## config.mk

```make
export PLATFORM = sky130hd
export DESIGN_NAME = atmega_clk_prescaler
export DESIGN_NICKNAME = d
export VERILOG_FILES = /design/src/rtl/atmega_clk_prescaler.sv
export SDC_FILE = /design/constraint.sdc
export NUM_CORES = 1
export LEC_CHECK = 0
export ABC_AREA = 1
export CAP_MARGIN = 40
export CORE_AREA = 3 3 112 114
export DETAILED_ROUTE_END_ITERATION = 8
export DIE_AREA = 0 0 115 117
export PLACE_DENSITY = 0.8
export SLEW_MARGIN = 20
export SYNTH_ARGS = -nofsm -noshare
export SYNTH_HDL_FRONTEND = slang
export SYNTH_SLANG_ARGS = --single-unit
export TNS_END_PERCENT = 50
```

## constraint.sdc

```tcl
create_clock -name clk -period 6 [get_ports clk]
set_input_delay 1.8 -clock clk [delete_from_list [all_inputs] [get_ports clk]]
set_output_delay 1.8 -clock clk [all_outputs]
set_load 0.05 [all_outputs]
```

## src/rtl/atmega_clk_prescaler.sv

```systemverilog
// Clock-enable generator: CLKPR-style system prescaler plus NUM_CH 16-bit DDS channels.
// Define ATMEGA_CLK_PRESCALER_CH_GATE_EN to advance channel accumulators only on sys_ce.
module atmega_clk_prescaler #(
  parameter int BUS_ADDR_DATA_LEN = 16,
  parameter int CLKPR_ADDR        = 'h61,
  parameter int CLKFRQ_ADDR       = 'h62,
  parameter int NUM_CH            = 2,
  parameter int ACC_W             = 16,
  parameter int CLKPS_RST         = 0
) (
  input  logic                         clk,
  input  logic                         rst,
  input  logic [BUS_ADDR_DATA_LEN-1:0] addr_dat,
  input  logic                         wr_dat,
  input  logic                         rd_dat,
  input  logic [7:0]                   bus_dat_in,
  output logic [7:0]                   bus_dat_out,
  output logic                         sys_ce,
  output logic [NUM_CH-1:0]            ch_ce,
  output logic [NUM_CH-1:0]            ch_tog
);

  localparam logic [BUS_ADDR_DATA_LEN-1:0] PR_A = BUS_ADDR_DATA_LEN'(CLKPR_ADDR);
  localparam logic [3:0] PS_RST = 4'(CLKPS_RST);

  logic [3:0]       clkps;
  logic [3:0]       pending;
  logic [2:0]       win_cnt;
  logic [7:0]       cnt;
  logic [7:0]       temp;
  logic [ACC_W-1:0] inc [NUM_CH];
  logic [ACC_W-1:0] acc [NUM_CH];
  logic [ACC_W:0]   sum [NUM_CH];

  logic             win_active;
  logic             pr_sel;
  logic [NUM_CH-1:0] sel_lo;
  logic [NUM_CH-1:0] sel_hi;
  logic             frq_lo;
  logic             frq_hi;
  logic [ACC_W-1:0] sel_inc;
  logic [3:0]       eff_ps;
  logic [7:0]       cnt_mask;
  logic             term;
  logic [3:0]       new_ps;
  logic             adv;
  logic [7:0]       rd_val;

  assign win_active = (win_cnt != 3'd0);
  assign pr_sel     = (addr_dat == PR_A);

  // Address decode for the per-channel low/high increment bytes
  always_comb begin
    sel_lo  = '0;
    sel_hi  = '0;
    sel_inc = '0;
    for (int i = 0; i < NUM_CH; i++) begin
      sel_lo[i] = (addr_dat == BUS_ADDR_DATA_LEN'(CLKFRQ_ADDR + 2 * i));
      sel_hi[i] = (addr_dat == BUS_ADDR_DATA_LEN'(CLKFRQ_ADDR + 2 * i + 1));
      if (sel_lo[i]) begin
        sel_inc = inc[i];
      end else begin
        sel_inc = sel_inc;
      end
    end
    frq_lo = |sel_lo;
    frq_hi = |sel_hi;
  end

  // Period terminal count; on an apply cycle the next period already uses pending
  always_comb begin
    eff_ps   = sys_ce ? pending : clkps;
    cnt_mask = ~(8'hFF << eff_ps);
    term     = (cnt == cnt_mask);
    new_ps   = (bus_dat_in[3:0] > 4'd8) ? 4'd8 : bus_dat_in[3:0];
  end

`ifdef ATMEGA_CLK_PRESCALER_CH_GATE_EN
  assign adv = sys_ce;
`else
  assign adv = 1'b1;
`endif

  // Combinational read mux, forced to zero in reset or when not reading
  always_comb begin
    rd_val = 8'h00;
    if (rst || !rd_dat) begin
      rd_val = 8'h00;
    end else if (pr_sel) begin
      rd_val = {win_active, 3'b000, clkps};
    end else if (frq_hi) begin
      rd_val = temp;
    end else if (frq_lo) begin
      rd_val = sel_inc[7:0];
    end else begin
      rd_val = 8'h00;
    end
  end

  assign bus_dat_out = rd_val;

  // CLKPR change window and glitch-free system prescaler
  always_ff @(posedge clk) begin
    if (rst) begin
      clkps   <= PS_RST;
      pending <= PS_RST;
      win_cnt <= 3'd0;
      cnt     <= 8'd0;
      sys_ce  <= (PS_RST == 4'd0);
    end else begin
      if (sys_ce) begin
        clkps <= pending;
      end else begin
        clkps <= clkps;
      end
      if (term) begin
        cnt    <= 8'd0;
        sys_ce <= 1'b1;
      end else begin
        cnt    <= cnt + 8'd1;
        sys_ce <= 1'b0;
      end
      if (wr_dat && pr_sel && bus_dat_in == 8'h80) begin
        win_cnt <= 3'd4;
      end else if (wr_dat && pr_sel && !bus_dat_in[7] && win_active) begin
        pending <= new_ps;
        win_cnt <= 3'd0;
      end else if (win_active) begin
        win_cnt <= win_cnt - 3'd1;
      end else begin
        win_cnt <= 3'd0;
      end
    end
  end

  // Increment registers behind the shared 16-bit TEMP byte
  always_ff @(posedge clk) begin
    if (rst) begin
      temp <= 8'h00;
      for (int i = 0; i < NUM_CH; i++) inc[i] <= '0;
    end else if (wr_dat && frq_hi) begin
      temp <= bus_dat_in;
    end else if (wr_dat && frq_lo) begin
      for (int i = 0; i < NUM_CH; i++) begin
        if (sel_lo[i]) inc[i] <= {temp, bus_dat_in};
      end
    end else if (rd_dat && frq_lo) begin
      temp <= sel_inc[15:8];
    end else begin
      temp <= temp;
    end
  end

  // 17-bit phase sums; bit ACC_W is the overflow carry
  always_comb begin
    for (int i = 0; i < NUM_CH; i++) begin
      sum[i] = {1'b0, acc[i]} + {1'b0, inc[i]};
    end
  end

  // DDS accumulators with registered carry pulse and toggle output
  always_ff @(posedge clk) begin
    if (rst) begin
      ch_ce  <= '0;
      ch_tog <= '0;
      for (int i = 0; i < NUM_CH; i++) acc[i] <= '0;
    end else begin
      for (int i = 0; i < NUM_CH; i++) begin
        if (adv) begin
          acc[i]    <= sum[i][ACC_W-1:0];
          ch_ce[i]  <= sum[i][ACC_W];
          ch_tog[i] <= ch_tog[i] ^ sum[i][ACC_W];
        end else begin
          ch_ce[i]  <= 1'b0;
        end
      end
    end
  end

endmodule
```

==> reports/summary.md <==
• **buffers added on ports** 40
• **total of flip-flops plus latches after synthesis** 96
• **cell taking the most area after synthesis** dfxtp_1
• **Worst path most repeated cell** nand2_1
• **startpoint type of the worst setup path** primary input
• **final routed wire length divided by cell count** 14.3 microns
• **ys flop type** dfxtp_1
• **overall die width** 115 microns
• **Final Instance Area** 6660 sq um
• **Crit path largest cell delay** 0.40 ns
• **length of the first detailed-routing pass in iterations** 5
• **maximum frequency from static timing analysis** 0.174 GHz
• **cells along the critical path** clkdlybuf4s50_1 > nor2_1 > nand2_1 > nor2_4 > nand3_4 > inv_1 > nand2_1 > nand2_1 > nand2_1 > a21oi_1 > buf_12
• **Max Root-Sink Buffers** 2
• **half-perimeter wire length after placement** 10500 microns
• **fin nets** 894
• **library cell used as clock root buffer** clkbuf_16
• **maximum fanout encountered on the critical timing path** 14
• **part of the cycle the worst path needs** 95.7%
• **Worst slew margin** 49.8%
• **CTS Buf Count** 9
• **total grt overflow** 0
• **via count** 5240
• **first-pass GRT wire length** 23300 microns
• **hold crit path type** reg2reg
• **count of clock tree sinks** 96
• **level count of the clock H-tree** 3
• **PostCTS Resize Cnt** 0
• **Peak supply drop** 0.000175 V
• **height of the die** 117 microns
• **count of endpoints failing hold in the final timing report** 0
• **number of buffers and inverters on the critical path** 3
• **sequential cell area** 2240 sq um
• **DRC Markers** 0
• **Final min period** 5.74 ns
• **post-synthesis cell count** 788
• **DRT antenna net count** 0
• **total routed wirelength** 14000 microns
• **dpl cell area** 6370 sq um
• **Pins Over Slew Limit** 0
• **layout cells sized above 1** 6.00%
• **number of placement rows** 39
• **total of endpoints with negative setup slack in the final report** 0
• **number of synthesized flops with an enable pin** 32
• **Core ar.** 11500 sq um
• **number of antenna violations at the first check in global routing** 0
• **clock network latency to the later pin of the worst-skew pair** 0.35 ns
• **library cell contributing the largest single delay on the critical path** clkdlybuf4s50_1
• **# Post-CTS Setup Buffers** 0
• **average instance area after synthesis** 7.38 sq um
• **crit end category** output pin
• **Syn-to-layout area delta** 14.4%
• **netlist area before placement** 5820 sq um
• **Starting Density** 50.5%
• **number of warnings printed during yosys synthesis** 0
• **nets in the synthesized netlist** 853
• **DRC violation total after the first TritonRoute iteration** 377
• **largest net degree at the start of global routing** 27
• **commonest cells in the netlist** nand2_1 (198), nor2_1 (106), inv_1 (97)
• **setup tns final** 0 ns
• **outcome** complete, no violations
• **combined global-route utilization of all metal layers** 22.0%
• **top cells by area, synth** dfxtp_1 (22%), edfxtp_1 (17%), nand2_1 (13%), ha_1 (7.5%), nor2_1 (6.8%)
• **ys async rst share** 0%
• **number of fill cells in the layout** 1059
• **I/O pins** 41
• **unrepaired setup endpoints after global routing** no
• **hold buffer count at cts** 0
• **clock skew** 0.00396 ns
• **sequential area share after synthesis** 38.5%
• **vias per cell** 5.36
• **final worst hold slack** 0.410 ns
• **Yosys top cell area share** 22.0%
• **most common cell in the netlist** nand2_1
• **clock transition at the register clock pins on the worst setup and hold paths after CTS** 0.06 ns
• **library cells used by synthesis** 41
• **total leakage power** 3.10 nW
• **Overall Power** 1.74 mW
• **area enclosed by the die boundary** 13500 sq um
• **transition at the pin with the smallest max-transition slack** 0.752 ns
• **area occupied by multi-input gates** 3050 sq um
• **number of antenna diodes** 0
• **gp weighted congestion** 0.895
• **power per cell area** 262 nW/um^2
• **kind of cell adding the most delay to the critical path** simple AND/OR/NAND/NOR gates
• **Worst Setup Path Type** in2out
• **Critical Path AT** 3.94 ns
• **via count of the first global-routing pass** 4951
• **number of maximum-capacitance violations** 0
• **required time at the endpoint of the critical path** 4.20 ns
• **clock tree from TritonCTS** yes
cell type report:
type | instances | share of cell area (%)
inverter | 101 | 5.73
clock inverter | 3 | 0.376
multi-input combinational | 576 | 45.8
timing repair buffer | 45 | 7.78
sequential | 96 | 33.7
clock buffer | 13 | 3.91
tap | 143 | 2.69
state kept, by name (all words and copies together), names as in the netlist:
signal / count
clkps: 4
temp: 8
win_cnt: 3
sys_ce: 1
acc: 32
inc: 32
ch_tog: 2
ch_ce: 2
cnt: 8
pending: 4
layout by cell type, fill, tap and decap left out, types with 3 or more instances in the layout:
cell             synthesis  final
nor2_1                 106    106
nor2_4                   4      4
clkdlybuf4s50_1          0     32
a21oi_1                 64     64
nand2_1                198    198
ha_1                    35     35
nand2_4                  5      5
edfxtp_1                32     32
buf_4                    2      5
nand3b_1                 5      5
nand4_1                 16     16
o21ai_0                 33     32
nor3_1                   3      3
clkbuf_16                0      9
inv_1                   97     97
nand2_2                  3      3
o21bai_1                 7      7
o21ai_1                  3      4
xor2_1                   7      7
o21a_1                   5      5
buf_12                   1      8
a21o_1                   4      4
inv_2                    3      3
dfxtp_1                 64     64
nand3_1                 60     60
stage by stage:
step | util [%] | worst slack (ns) | cells
detailed placement | 55.3 | 0.292 | 961
CTS | 57.8 | 0.295 | 977
global placement | 55.3 | 0.373 | 961
finish | 57.8 | 0.255 | 977
global route | 57.8 | 0.0823 | 977
floorplan | - | 0.840 | 788
metal layers:
| layer | wire length [microns] | global-route usage [%] | up-vias |
|---|---|---|---|
| met5 | 0 | 0 | - |
| met4 | 410 | 7.36 | 0 |
| met3 | 935 | 4.94 | 45 |
| met2 | 6490 | 36.8 | 189 |
| met1 | 6160 | 28.3 | 2349 |
| li1 | - | - | 2657 |
logic make-up (layout without fill, tap and decap cells):
| group | count (synthesis) | after routing | synth area share [%] |
|---|---|---|---|
| AO/OA/AOI/OAI | 119 | 119 | 11.0 |
| XOR/XNOR | 8 | 8 | 1.20 |
| adder cells (fa/ha/maj) | 37 | 37 | 8.22 |
| buffers and inverters | 116 | 162 | 9.05 |
| flip-flops | 96 | 96 | 38.5 |
| AND/OR/NAND/NOR | 412 | 412 | 32.0 |
report_power, final:
part	internal [mW]	leakage, nW	switching (mW)
registers	0.732	0.842	0.0286
logic	0.157	2.13	0.269
clock network	0.307	0.137	0.251
total	1.20	3.10	0.548
path summary, 6_finish.rpt:
kind / startpoint / cells past startpoint / slack, ns / to
worst max-delay path: addr_dat[13] / 11 / 0.26 / bus_dat_out[5]
worst min-delay path: win_cnt[0] / 1 / 0.41 / win_cnt[0]
worst max register to register: inc[0][16] / 10 / 3.86 / ch_tog[1]
worst min register to register: win_cnt[0] / 1 / 0.41 / win_cnt[0]
(Power assumes the default switching activity.)
